$ cat config.mk
export PLATFORM = sky130hd
export DESIGN_NAME = operand_net_bypass_s
export DESIGN_NICKNAME = d
export VERILOG_FILES = /design/src/rtl/pkg_tpu.sv /design/src/rtl/operand_net_bypass_s_cam.sv /design/src/rtl/operand_net_bypass_s.sv
export SDC_FILE = /design/constraint.sdc
export NUM_CORES = 1
export LEC_CHECK = 0
export ABC_CLOCK_PERIOD_IN_PS = 3200
export CAP_MARGIN = 20
export CORE_ASPECT_RATIO = 0.8
export CORE_MARGIN = 5
export CORE_UTILIZATION = 50
export CTS_CLUSTER_DIAMETER = 120
export CTS_CLUSTER_SIZE = 20
export DETAILED_ROUTE_END_ITERATION = 8
export DONT_BUFFER_PORTS = 1
export PLACE_DENSITY = 0.68
export REMOVE_ABC_BUFFERS = 1
export SLEW_MARGIN = 40
export SYNTH_ARGS = -nofsm -noshare
export SYNTH_HDL_FRONTEND = slang
export SYNTH_SLANG_ARGS = --single-unit
$ cat constraint.sdc
create_clock -name clock -period 3.2 [get_ports clock]
set_input_delay 0.64 -clock clock [delete_from_list [all_inputs] [get_ports clock]]
set_output_delay 0.64 -clock clock [all_outputs]
set_load 0.005 [all_outputs]
$ cat src/rtl/pkg_tpu.sv
// Shared scalar-unit types for the operand network and its bypass CAM.
// Entry layout is {valid, idx, data}.
package pkg_tpu;

  localparam int DATA_W           = 32;
  localparam int INDEX_W          = 8;
  localparam int BYPASS_BUFF_SIZE = 4;

  typedef logic [DATA_W-1:0]  data_t;
  typedef logic [INDEX_W-1:0] index_t;

  typedef struct packed {
    logic   valid;
    index_t idx;
    data_t  data;
  } bypass_entry_t;

endpackage

$ cat src/rtl/operand_net_bypass_s_cam.sv
// Bypass CAM: circular buffer of in-flight writebacks with commit/flush.
// BYPASS_WB_FWD_EN adds same-cycle writeback forwarding to the match ports.
module bypass_cam_s
  import pkg_tpu::*;
#(
  parameter int DEPTH = BYPASS_BUFF_SIZE,
  parameter int NOPS  = 3
) (
  input  logic                 clk,
  input  logic                 rst_n,
  input  logic                 flush,
  input  logic                 wb_valid,
  input  index_t               wb_idx,
  input  data_t                wb_data,
  input  logic                 commit,
  input  index_t [NOPS-1:0]    lk_idx,
  output logic   [NOPS-1:0]    lk_hit,
  output data_t  [NOPS-1:0]    lk_data,
  output logic                 full
);

  localparam int PW = $clog2(DEPTH);
  localparam int CW = PW + 1;

  bypass_entry_t [DEPTH-1:0] ent_q, ent_d;
  logic [PW-1:0] wr_q, wr_d;
  logic [PW-1:0] rd_q, rd_d;
  logic [CW-1:0] cnt_q, cnt_d;
  logic          wb_ok;
  logic          wb_hit;
  logic [PW-1:0] wb_pos;
  logic          com;
  logic          alloc;

  assign full = (cnt_q == CW'(DEPTH));

  always_comb begin
    ent_d  = ent_q;
    wr_d   = wr_q;
    rd_d   = rd_q;
    wb_hit = 1'b0;
    wb_pos = '0;
    wb_ok  = wb_valid && (wb_idx != '0);
    for (int i = 0; i < DEPTH; i++) begin
      if (ent_q[i].valid && ent_q[i].idx == wb_idx) begin
        wb_hit = 1'b1;
        wb_pos = PW'(i);
      end
    end
    com   = commit && (cnt_q != '0);
    alloc = wb_ok && !wb_hit && (!full || com);
    if (wb_ok && wb_hit) begin
      ent_d[wb_pos].data = wb_data;
    end
    if (com) begin
      ent_d[rd_q].valid = 1'b0;
      rd_d = rd_q + 1'b1;
    end
    // When full, the slot being allocated is the one just retired.
    if (alloc) begin
      ent_d[wr_q] = '{valid: 1'b1, idx: wb_idx, data: wb_data};
      wr_d = wr_q + 1'b1;
    end
    cnt_d = cnt_q + CW'(alloc) - CW'(com);
    if (flush) begin
      ent_d = '0;
      wr_d  = '0;
      rd_d  = '0;
      cnt_d = '0;
    end
  end

  always_comb begin
    lk_hit  = '0;
    lk_data = '0;
    for (int k = 0; k < NOPS; k++) begin
      if (lk_idx[k] != '0) begin
        for (int i = 0; i < DEPTH; i++) begin
          if (ent_q[i].valid && ent_q[i].idx == lk_idx[k]) begin
            lk_hit[k]  = 1'b1;
            lk_data[k] = ent_q[i].data;
          end
        end
`ifdef BYPASS_WB_FWD_EN
        if (wb_ok && wb_idx == lk_idx[k]) begin
          lk_hit[k]  = 1'b1;
          lk_data[k] = wb_data;
        end
`endif
      end
    end
  end

  always_ff @(posedge clk or negedge rst_n) begin
    if (!rst_n) begin
      ent_q <= '0;
      wr_q  <= '0;
      rd_q  <= '0;
      cnt_q <= '0;
    end else begin
      ent_q <= ent_d;
      wr_q  <= wr_d;
      rd_q  <= rd_d;
      cnt_q <= cnt_d;
    end
  end

endmodule

$ cat src/rtl/operand_net_bypass_s.sv
// Operand network: RF port muxes, bypass CAM lookup, stall-held output stage.
// Define BYPASS_WB_FWD_EN for same-cycle writeback forwarding.
module operand_net_bypass_s
  import pkg_tpu::*;
#(
  parameter int NUM_RF_PORTS = 4,
  parameter int NUM_OPERANDS = 3,
  parameter int DATA_WIDTH   = 32,
  parameter int INDEX_WIDTH  = 8,
  parameter int BYPASS_DEPTH = BYPASS_BUFF_SIZE,
  parameter int WIDTH_SEL    = $clog2(NUM_RF_PORTS)
) (
  input  logic                                clock,
  input  logic                                reset,
  input  logic                                I_Stall,
  input  logic                                I_Req,
  input  logic                                I_Flush,
  input  logic [NUM_OPERANDS*WIDTH_SEL-1:0]   I_Sel_Path,
  input  logic [NUM_OPERANDS-1:0]             I_Sel_Src,
  input  logic [NUM_RF_PORTS*DATA_WIDTH-1:0]  I_Src_Data,
  input  logic [NUM_RF_PORTS*INDEX_WIDTH-1:0] I_Src_Idx,
  input  logic                                I_WB_Valid,
  input  logic [INDEX_WIDTH-1:0]              I_WB_DstIdx,
  input  logic [DATA_WIDTH-1:0]               I_WB_Data,
  input  logic                                I_WB_Commit,
  output logic                                O_Valid,
  output logic [NUM_OPERANDS*DATA_WIDTH-1:0]  O_Src_Data,
  output logic [NUM_OPERANDS-1:0]             O_Src_Hit,
  output logic                                O_Buff_Full,
  output logic [DATA_WIDTH-1:0]               O_PAC_Src_Data
);

  logic [NUM_OPERANDS-1:0][INDEX_WIDTH-1:0] op_idx;
  logic [NUM_OPERANDS-1:0][DATA_WIDTH-1:0]  rf_data;
  logic [NUM_OPERANDS-1:0][DATA_WIDTH-1:0]  res;
  data_t [NUM_OPERANDS-1:0]                 cam_data;
  logic [NUM_OPERANDS-1:0]                  cam_hit;
  logic [DATA_WIDTH-1:0]                    pac_raw;
  int                                       sel;
  int                                       pac_sel;
  logic                                     act;

  logic                                     valid_q, valid_d;
  logic [NUM_OPERANDS*DATA_WIDTH-1:0]       data_q, data_d;
  logic [NUM_OPERANDS-1:0]                  hit_q, hit_d;
  logic [DATA_WIDTH-1:0]                    pac_q, pac_d;

  always_comb begin
    sel     = 0;
    act     = 1'b0;
    op_idx  = '0;
    rf_data = '0;
    pac_raw = '0;
    pac_sel = int'(I_Sel_Path[WIDTH_SEL-1:0]);
    if (pac_sel < NUM_RF_PORTS) begin
      pac_raw = I_Src_Data[pac_sel*DATA_WIDTH +: DATA_WIDTH];
    end
    for (int k = 0; k < NUM_OPERANDS; k++) begin
      sel = int'(I_Sel_Path[k*WIDTH_SEL +: WIDTH_SEL]);
      act = I_Req && I_Sel_Src[k] && (sel < NUM_RF_PORTS);
      if (act) begin
        op_idx[k]  = I_Src_Idx[sel*INDEX_WIDTH +: INDEX_WIDTH];
        rf_data[k] = I_Src_Data[sel*DATA_WIDTH +: DATA_WIDTH];
      end
    end
  end

  bypass_cam_s #(
    .DEPTH (BYPASS_DEPTH),
    .NOPS  (NUM_OPERANDS)
  ) u_cam (
    .clk      (clock),
    .rst_n    (reset),
    .flush    (I_Flush),
    .wb_valid (I_WB_Valid),
    .wb_idx   (I_WB_DstIdx),
    .wb_data  (I_WB_Data),
    .commit   (I_WB_Commit),
    .lk_idx   (op_idx),
    .lk_hit   (cam_hit),
    .lk_data  (cam_data),
    .full     (O_Buff_Full)
  );

  always_comb begin
    res = '0;
    for (int k = 0; k < NUM_OPERANDS; k++) begin
      res[k] = cam_hit[k] ? cam_data[k] : rf_data[k];
    end
  end

  // Flush kills the valid even through a stall; payload follows the stall.
  always_comb begin
    valid_d = I_Stall ? valid_q : I_Req;
    data_d  = I_Stall ? data_q  : res;
    hit_d   = I_Stall ? hit_q   : cam_hit;
    pac_d   = I_Stall ? pac_q   : pac_raw;
    if (I_Flush) begin
      valid_d = 1'b0;
    end
  end

  always_ff @(posedge clock or negedge reset) begin
    if (!reset) begin
      valid_q <= 1'b0;
      data_q  <= '0;
      hit_q   <= '0;
      pac_q   <= '0;
    end else begin
      valid_q <= valid_d;
      data_q  <= data_d;
      hit_q   <= hit_d;
      pac_q   <= pac_d;
    end
  end

  assign O_Valid        = valid_q;
  assign O_Src_Data     = data_q;
  assign O_Src_Hit      = hit_q;
  assign O_PAC_Src_Data = pac_q;

endmodule

==> flow_metrics.env, run 1 <==
export IMPL_worstSetupPathType="input pin to flop"
export IMPL_synthFlopType="dfrtp_1"
export IMPL_postCtsSetupBuffers=0
export IMPL_worst_ep_required_time_ns=3.67
export IMPL_first_iter_violations=2349
export IMPL_slew_viol_final=0
export IMPL_row_count=67
export IMPL_antenna_found_initial=0
export IMPL_antennaDiodeCount=0
export IMPL_status="finished, violations left"
export IMPL_synth_cells=2083
export IMPL_cts_tree="built"
export IMPL_rsz0062_at_grt="no"
export IMPL_setup_slack_ns=0.0605
export IMPL_cp_start_kind="input pin"
export IMPL_ys_types=76
export IMPL_postRouteAntennaNets=0
export IMPL_tightest_slew_ns=0.989
export IMPL_grt_usage_pct=33.7
export IMPL_multi_input_area_um2=12500
export IMPL_grt_ovfl_total=0
export IMPL_cts_buffers=19
export IMPL_dp_hpwl_mm=56.5
export IMPL_wl_per_cell_um=31.2
export IMPL_yosys_area_top_type_share_pct=35.8
export IMPL_fp_dieW_um=240
export IMPL_syn_area_um2=21200
export IMPL_cts_clk_slew_worst_paths_ns=0.09
export IMPL_pre_cts_ws_ns=-0.501
export IMPL_syn_mean_instance_area_um2=10.2
export IMPL_leakage_nw=9.87
export IMPL_p_switching_w=0.00324
export IMPL_violations="negative hold slack"
export IMPL_start_util_pct=50.5
export IMPL_whs_ns=-0.187
export IMPL_p_clk_share_pct=25.7
export IMPL_first_pass_iters=7
export IMPL_die_h_um=194
export IMPL_h_tree_depth=1
export IMPL_finalCritPeriodShare_pct=98.1
export IMPL_synth_common_cells="dfrtp_1 (303), nor2_1 (218), clkbuf_1 (181), mux2i_1 (178), mux4_2 (120)"
export IMPL_p_comb_share_pct=27.4
export IMPL_power_switching_share_pct=33.2
export IMPL_globalplace_congestion=1.00
export IMPL_max_cap_violations=0
export IMPL_vias_per_cell=7.22
export IMPL_synth_top_cells_by_area="dfrtp_1 (36%), mux4_2 (13%), mux2i_1 (8.4%)"
export IMPL_clock_sinks=303
export IMPL_worst_clock_skew_ns=0.0135
export IMPL_critPathMaxFanout=40
export IMPL_io_pins=349
export IMPL_port_buffers=0
export IMPL_synth_edf_count=0
export IMPL_hp_class="input pin to async pin"
export IMPL_cts_root_buf="clkbuf_16"
export IMPL_worstPathArrival_ns=3.61
export IMPL_area_growth_pct=10.5
export IMPL_grt_pass1_vias=19000
export IMPL_clock_path_buffers=3
export IMPL_vias=18900
export IMPL_slew_headroom_pct=34.0
export IMPL_core_area_um2=41900
export IMPL_drive_above_1_share_pct=20.9
export IMPL_wl_mm=81.7
export IMPL_clock_latency_ns=0.55
export IMPL_period_needed_ns=3.14
export IMPL_timing_fmax_mhz=319
export IMPL_grt_pass1_wl_mm=122
export IMPL_drc=0
export IMPL_hold_violations=277
export IMPL_fin_nets=2292
export IMPL_grt_start_max_net_pins=304
export IMPL_yosysMostFrequentCell="dfrtp_1"
export IMPL_seq_area_um2=7580
export IMPL_powerDensity_nw_per_um2=417
export IMPL_end_kind="flop"
export IMPL_final_setup_viol_count=0
export IMPL_ys_ff_latch=303
export IMPL_async_flop_share_pct=100
export IMPL_ir_drop_mv=0.323
export IMPL_fillers=3611
export IMPL_fp_dieArea_um2=46600
export IMPL_seq_area_frac_synth_pct=35.8
export IMPL_power_frac_seq_pct=46.9
export IMPL_ys_warnings_count=0
export IMPL_p_int_w=0.00651
export IMPL_yosys_area_top_type="dfrtp_1"
registers in the layout (all words and copies together) (netlist names):
| name | cells |
|---|---|
| u_cam.wr_q | 2 |
| O_Src_Hit | 3 |
| u_cam.rd_q | 2 |
| O_PAC_Src_Data | 32 |
| O_Src_Data | 96 |
| u_cam.ent_q | 164 |
| O_Valid | 1 |
| u_cam.cnt_q | 3 |
layout make-up:
| cell class | count | share of cell area, % |
|---|---|---|
| clock buffer | 19 | 2.03 |
| clock inverter | 3 | 0.123 |
| tap | 552 | 2.95 |
| multi-input combinational | 1492 | 53.6 |
| inverter | 51 | 0.819 |
| sequential | 303 | 32.4 |
| timing repair buffer | 198 | 8.01 |
cells in the final DEF, fill, tap and decap left out, types with 18 or more instances in the layout:
cell type | netlist | routed
o31ai_1 | 31 | 31
a22oi_1 | 37 | 36
xor2_1 | 28 | 28
o211ai_1 | 33 | 33
nor4_1 | 20 | 20
nor2_1 | 218 | 215
o21ai_1 | 57 | 56
buf_12 | 0 | 31
and3_1 | 61 | 61
nand4_1 | 25 | 25
nor3_1 | 25 | 22
or3_1 | 22 | 20
a221oi_1 | 19 | 19
and2_1 | 20 | 20
nand2_1 | 62 | 62
buf_4 | 1 | 167
nand3_1 | 41 | 41
xnor2_1 | 54 | 54
inv_1 | 51 | 51
o221ai_1 | 42 | 42
mux2_2 | 51 | 51
a31oi_1 | 26 | 24
dfrtp_1 | 303 | 302
clkbuf_16 | 0 | 19
o22ai_1 | 26 | 26
mux4_2 | 120 | 120
nand2b_1 | 18 | 18
a32oi_1 | 71 | 71
o21ai_0 | 43 | 42
mux2i_1 | 178 | 178
critical path, cell delays in order:
cell       delay (ns)
mux4_2           0.58
buf_4            0.22
nor3b_1          0.14
a2111oi_1        0.38
buf_4            0.20
o2111a_1         0.30
nand2_1          0.07
a41o_2           0.31
or3_4            0.36
buf_12           0.19
o21ai_0          0.19
cell families after synthesis:
kind of cell	after synthesis	share of synthesized area, %
AOI/OAI and AO/OA	479	16.9
xor gates and xnor gates	82	3.39
adders and majority gates	11	0.686
buffers and inverters	288	5.58
DFF	303	35.8
muxes	349	23.9
and+or+nand+nor	571	13.8
metrics by stage:
step	cells	cell area (µm²)	utilization (%)	TNS, ns	power [W]
2_1_floorplan	1846	20200	-	-219.45	0.00611
3_3_place_gp	2596	22900	54.5	-26.45	0.00717
3_5_place_dp	2596	22900	54.5	-30.17	0.00722
4_1_cts	2618	23400	55.7	0	0.00971
5_1_grt	2618	23400	55.8	0	0.0101
6_report	2618	23400	55.8	0	0.00976
worst paths after layout:
path	slack, ns	start	to	cells past startpoint
max in group asynchronous	2.60	reset	O_PAC_Src_Data[5]	0
max	0.06	I_Sel_Path[4]	O_Src_Data[65]	11
max reg2reg	0.22	u_cam.ent_q[80]	u_cam.cnt_q[2]	11
min reg2reg	0.52	O_Src_Hit[0]	O_Src_Hit[0]	2
min in group clock	0.23	I_Flush	u_cam.ent_q[29]	1
min	-0.19	reset	O_Src_Hit[0]	0
timing repair:
action	in CTS	in global routing
gates resized for setup	0	5
endpoints found under the hold margin	303	303
endpoints found under the setup margin	0	30
layer usage:
| layer | part of all wire (%) | vias up | global-route usage, % |
|---|---|---|---|
| met5 | 0 | - | 0 |
| met4 | 3.0 | 0 | 9.94 |
| met3 | 13 | 169 | 10.2 |
| met2 | 44 | 1299 | 50.1 |
| met1 | 40 | 9535 | 48.0 |
| li1 | - | 7891 | - |
power groups by stage:
| stage | clock, W | combinational, W | sequential [W] |
|---|---|---|---|
| after floorplan | 0 | 0.00163 | 0.00448 |
| after global routing | 0.00267 | 0.00283 | 0.00461 |
| after CTS | 0.00254 | 0.00261 | 0.00456 |
| final | 0.00251 | 0.00267 | 0.00458 |
| after detailed placement | 0 | 0.00259 | 0.00463 |
| after global placement | 0 | 0.00255 | 0.00462 |
(Power assumes the default switching activity.)
==> run 2: changes to the inputs <==
- ABC_CLOCK_PERIOD_IN_PS: 3200 -> 3700
- CTS_CLUSTER_SIZE: 20 -> unset
- clock period: 3.2 -> 3.7 ns (I/O delays scaled with it)
==> run 2 against run 1 <==
The run still ends with negative hold slack left. Global-route usage decreased by 0.42 points. Largest power group unchanged. Flip-flop and latch count did not move. Clock power grew 39%. Die area unchanged. Combinational power fell by 22%. Largest cell class unchanged. Power down 2.0%. Final cell count shrank 2.9%. Critical endpoint is now O_Src_Data[49]. Wire length decreased by 1.9%. Utilization fell by 0.88 points. Sequential power decreased by 13%.
==> flow_metrics.env, run 2 (same netlist as run 1, synthesis figures left out) <==
export IMPL_port_buffers=0
export IMPL_rsz0062_at_grt="no"
export IMPL_grt_start_max_net_pins=304
export IMPL_cp_start_kind="input pin"
export IMPL_hold_violations=27
export IMPL_wl_met1_mm=32.1
export IMPL_fp_dieArea_um2=46600
export IMPL_first_iter_violations=2220
export IMPL_globalplace_congestion=0.977
export IMPL_powerDensity_nw_per_um2=415
export IMPL_most_common_layout_cells="dfrtp_1 (303), nor2_1 (215), mux2i_1 (178)"
export IMPL_wl_mm=80.1
export IMPL_worst_ep_required_time_ns=4.09
export IMPL_rr_worst_depth=9
export IMPL_grt_pass1_vias=18300
export IMPL_layout_commonest_cell="dfrtp_1"
export IMPL_largest_reg_flops=164
export IMPL_clock_sinks=303
export IMPL_die_h_um=194
export IMPL_dpl_cell_count=2484
export IMPL_row_count=67
export IMPL_critPathMaxFanout=42
export IMPL_postRouteAntennaNets=0
export IMPL_first_pass_iters=8
export IMPL_start_util_pct=50.5
export IMPL_dp_hpwl_mm=53.9
export IMPL_fin_util_pct=54.9
export IMPL_highest_layer="met4"
export IMPL_vias=18400
export IMPL_wl_per_cell_um=31.5
export IMPL_timing_fmax_mhz=304
export IMPL_antennaDiodeCount=0
export IMPL_area_growth_pct=8.72
export IMPL_slew_viol_final=0
export IMPL_leakage_nw=9.56
export IMPL_end_kind="flop"
export IMPL_worstSetupPathType="input pin to flop"
export IMPL_grt_pass1_wl_mm=120
export IMPL_drive_above_1_share_pct=17.4
export IMPL_hp_class="input pin to async pin"
export IMPL_cts_buffers=34
export IMPL_vias_per_cell=7.24
export IMPL_tightest_slew_ns=1.24
export IMPL_max_cap_violations=0
export IMPL_worst_clock_skew_ns=0.0171
export IMPL_whs_ns=-0.0719
export IMPL_core_area_um2=41900
export IMPL_final_cells=2543
export IMPL_io_pins=349
export IMPL_fin_nets=2195
export IMPL_worstPathArrival_ns=3.68
export IMPL_fp_dieW_um=240
export IMPL_clock_latency_ns=0.53
export IMPL_setup_slack_ns=0.409
export IMPL_total_power_w=0.00956
export IMPL_finalCritPeriodShare_pct=89.0
export IMPL_cts_tree="built"
export IMPL_pre_cts_ws_ns=-0.0616
export IMPL_regToRegSetupSlack_ns=0.49
export IMPL_period_needed_ns=3.29
export IMPL_cts_clk_slew_worst_paths_ns=0.06
export IMPL_drc=0
export IMPL_worst_r2r_endpoint="O_Src_Data[49]"
export IMPL_violations="negative hold slack"
export IMPL_antenna_found_initial=0
export IMPL_cts_root_buf="clkbuf_16"
export IMPL_grt_ovfl_total=0
export IMPL_ir_drop_mv=0.255
export IMPL_largest_register="u_cam.ent_q"
export IMPL_final_setup_viol_count=0
export IMPL_grt_usage_pct=33.3
export IMPL_status="finished, violations left"
export IMPL_r2r_start="u_cam.ent_q[78]"
export IMPL_dr_wl_met2_mm=34.9
export IMPL_h_tree_depth=2
export IMPL_slew_headroom_pct=17.2
export IMPL_dr_wl_met3_mm=11.0
export IMPL_clock_path_buffers=3
-- run 2: cell types whose count changed in the layout (fill, tap and decap cells not counted), moves of 2 or more --
cell / change
buf_4: -102
clkinv_2: +3
buf_12: -13
buf_16: +2
clkbuf_16: +16
clkbuf_8: +8
clkbuf_1: +8
bufinv_16: +2
-- run 2: report_power, final --
group	leakage (nW)	switching, W	internal, W	total, W
clock network	0.547	0.00144	0.00204	0.00348
logic	4.94	0.00113	0.000960	0.00209
registers	4.07	0.000395	0.00360	0.00399
total	9.56	0.00296	0.00660	0.00956
-- run 2: metrics by stage --
step / area, µm² / setup TNS [ns]
final: 23000 / 0
after CTS: 23000 / 0
after global placement: 21800 / -0.00570
after floorplan: 20200 / -131.14
after global routing: 23000 / 0
after detailed placement: 21900 / -0.290
-- run 2: area by class of cell --
| type | count | area, µm² |
|---|---|---|
| Clock buffer | 51 | 1020 |
| Clock inverter | 8 | 100 |
| Fill cell | 3633 | 18900 |
| Inverter | 51 | 191 |
| Multi-Input combinational cell | 1492 | 12500 |
| Sequential cell | 303 | 7580 |
| Tap cell | 552 | 691 |
| Timing Repair Buffer | 86 | 918 |
-- run 2: layer usage --
| metal | GRT usage (%) | vias to the layer above |
|---|---|---|
| li1 | - | 7727 |
| met1 | 47.1 | 9285 |
| met2 | 48.5 | 1244 |
| met3 | 12.4 | 162 |
| met4 | 9.03 | 0 |
| met5 | 0 | - |
-- run 2: how the worst max path moves through the flow --
stage | to | cells after the start | startpoint
5_1_grt | O_Src_Data[95] | 11 | I_Sel_Path[4]
4_1_cts | O_Src_Data[49] | 9 | I_Sel_Path[2]
3_5_place_dp | O_Src_Data[49] | 9 | I_Sel_Path[2]
6_report | O_Src_Data[49] | 9 | I_Sel_Path[2]
2_1_floorplan | O_Src_Data[64] | 8 | I_Req
3_3_place_gp | O_Src_Data[49] | 9 | I_Sel_Path[2]
-- run 2: timing repair --
item                      in CTS  in global routing
buffers inserted               0                  0
resized for setup              0                  0
hold endpoints to repair     303                131
-- run 2: worst max-delay path: stages --
cell and delay, ns:
mux4_2 0.65, nor4bb_1 0.33, a32o_1 0.20, a31oi_1 0.08, or4_2 0.71, buf_12 0.21, and3_1 0.20, o31ai_1 0.43
o21ai_1 0.09
==> run 3: changes to the inputs <==
- CORE_UTILIZATION: 50 -> 65
- MAX_ROUTING_LAYER: unset -> met4
- PLACE_DENSITY: 0.68 -> 0.84
==> run 3 against run 2 <==
The flow still finishes with violations (negative hold slack). Critical path depth is the same. Global-route usage grew 10 points. Register-to-register slack gained 0.09 ns. Wire length shrank 1.7%. Sequential share of layout area grew 0.33 points. Clock-buffer cell count shrank 13. Via count grew 4.2%. Worst setup slack gained 0.17 ns. Largest cell class unchanged. Flip-flop and latch count is the same. Combinational power is essentially flat.
==> flow_metrics.env, run 3 (same netlist as run 1, synthesis figures left out) <==
export IMPL_rr_worst_depth=9
export IMPL_globalplace_congestion=1.02
export IMPL_fin_util_pct=70.5
export IMPL_leakage_nw=9.55
export IMPL_clock_sinks=303
export IMPL_worstPathArrival_ns=3.56
export IMPL_largest_reg_flops=164
export IMPL_dpl_cell_count=2362
export IMPL_postLayoutCellArea_um2=22800
export IMPL_grt_pass1_vias=19100
export IMPL_regToRegSetupSlack_ns=0.58
export IMPL_cts_root_buf="clkbuf_16"
export IMPL_area_growth_pct=7.64
export IMPL_row_count=59
export IMPL_grt_ovfl_total=0
export IMPL_vias=19200
export IMPL_cts_buffers=30
export IMPL_crit_chain="inv_1, xnor2_1, o22ai_1, a31oi_2, or3_1, buf_4, o211ai_1, o221ai_1, o21ai_1"
export IMPL_layout_commonest_cell="dfrtp_1"
export IMPL_final_cells=2420
export IMPL_crit_family="compound AO/OA/AOI/OAI gates"
export IMPL_largest_register="u_cam.ent_q"
export IMPL_timing_fmax_mhz=321
export IMPL_crit_path_max_incr_delay_ns=0.63
export IMPL_final_setup_viol_count=0
export IMPL_io_pins=349
export IMPL_max_cap_violations=0
export IMPL_cp_start_kind="flop"
export IMPL_r2r_start="u_cam.ent_q[162]"
export IMPL_drc=0
export IMPL_cts_tree="built"
export IMPL_crit_buf_inv=2
export IMPL_slowest_stage="dfrtp_1"
export IMPL_wl_mm=78.7
export IMPL_drive_above_1_share_pct=17.8
export IMPL_finalCritPeriodShare_pct=84.3
export IMPL_start_util_pct=65.5
export IMPL_end_kind="flop"
export IMPL_cts_resized=0
export IMPL_hold_violations=162
export IMPL_clock_path_buffers=3
export IMPL_status="finished, violations left"
export IMPL_slew_headroom_pct=43.8
export IMPL_grt_start_max_net_pins=304
export IMPL_port_buffers=0
export IMPL_fin_nets=2196
export IMPL_rsz0062_at_grt="no"
export IMPL_worstSetupPathType="flop to flop"
export IMPL_grt_usage_pct=43.3
export IMPL_wl_per_cell_um=32.5
export IMPL_clock_latency_ns=0.59
export IMPL_cts_clk_slew_worst_paths_ns=0.06
export IMPL_total_power_w=0.00925
export IMPL_worst_clock_skew_ns=0.0217
export IMPL_tightest_slew_ns=0.843
export IMPL_h_tree_depth=1
export IMPL_grt_pass1_wl_mm=117
export IMPL_fp_dieArea_um2=36300
export IMPL_postCtsSetupBuffers=0
export IMPL_dpl_instance_area_um2=21700
export IMPL_first_iter_violations=2870
export IMPL_dp_hpwl_mm=51.8
export IMPL_hp_class="input pin to async pin"
export IMPL_core_area_um2=32300
export IMPL_critPathMaxFanout=28
export IMPL_powerDensity_nw_per_um2=406
export IMPL_whs_ns=-0.141
export IMPL_worst_ep_required_time_ns=4.15
export IMPL_vias_per_cell=7.93
export IMPL_antennaDiodeCount=0
export IMPL_worst_r2r_endpoint="O_Src_Data[51]"
export IMPL_ir_drop_mv=0.368
export IMPL_postRouteAntennaNets=0
export IMPL_first_pass_iters=7
export IMPL_most_common_layout_cells="dfrtp_1 (303), nor2_1 (215), mux2i_1 (178)"
export IMPL_die_h_um=171
export IMPL_fp_dieW_um=212
export IMPL_period_needed_ns=3.12
export IMPL_slew_viol_final=0
export IMPL_violations="negative hold slack"
export IMPL_antenna_found_initial=0
## run 3: changes by cell type in the layout (fill, tap and decap cells not counted), moves of 5 or more
cell | before | now
clkbuf_1 | 8 | 1
buf_4 | 65 | 70
clkbuf_16 | 35 | 30
clkinv_2 | 3 | 13
## run 3: area by class of cell
cell class / count / area, µm²
flip-flops and latches: 303 / 7580
inverters: 51 / 191
clock inverters: 18 / 159
multi-input cells: 1492 / 12500
well taps: 427 / 534
clock buffers: 38 / 851
fillers: 2307 / 9550
repair buffers: 91 / 961
## run 3: how the worst max path moves through the flow
stage | startpoint | end | slack [ns] | cells past startpoint
floorplan | I_Req | O_Src_Data[64] | -0.98 | 8
global placement | I_Sel_Path[2] | O_Src_Data[51] | 0.11 | 10
detailed placement | I_Sel_Path[2] | O_Src_Data[51] | 0.09 | 10
CTS | u_cam.ent_q[159] | u_cam.cnt_q[2] | 0.66 | 12
global route | u_cam.ent_q[159] | u_cam.cnt_q[2] | 0.45 | 12
finish | u_cam.ent_q[162] | O_Src_Data[51] | 0.58 | 9
## run 3: metrics by stage
stage	hold slack, ns	TNS, ns	setup WS, ns
global route	-0.161	0	0.446
floorplan	0.444	-131.14	-0.985
CTS	-0.158	0	0.655
global placement	0.459	0	0.107
finish	-0.141	0	0.581
detailed placement	0.460	0	0.0867
## run 3: worst register-to-register path, stage by stage, from the launching register on
cell	delay, ns
dfrtp_1	0.63
inv_1	0.22
xnor2_1	0.22
o22ai_1	0.14
a31oi_2	0.44
or3_1	0.41
buf_4	0.41
o211ai_1	0.16
o221ai_1	0.27
o21ai_1	0.10
## run 3: per-layer routing
metal	vias up	wire length (µm)	global-route usage [%]
met5	-	0	-
met4	0	4400	20.3
met1	9408	28200	56.6
li1	7745	-	-
met2	1704	33700	61.3
met3	336	12400	14.9
## run 3: power breakdown
group / total [W] / switching (W) / internal, W / leakage (nW)
Clock: 0.00317 / 0.00140 / 0.00177 / 0.516
Combinational: 0.00210 / 0.00114 / 0.000961 / 4.97
Sequential: 0.00398 / 0.000379 / 0.00360 / 4.07
Total: 0.00925 / 0.00292 / 0.00633 / 9.55
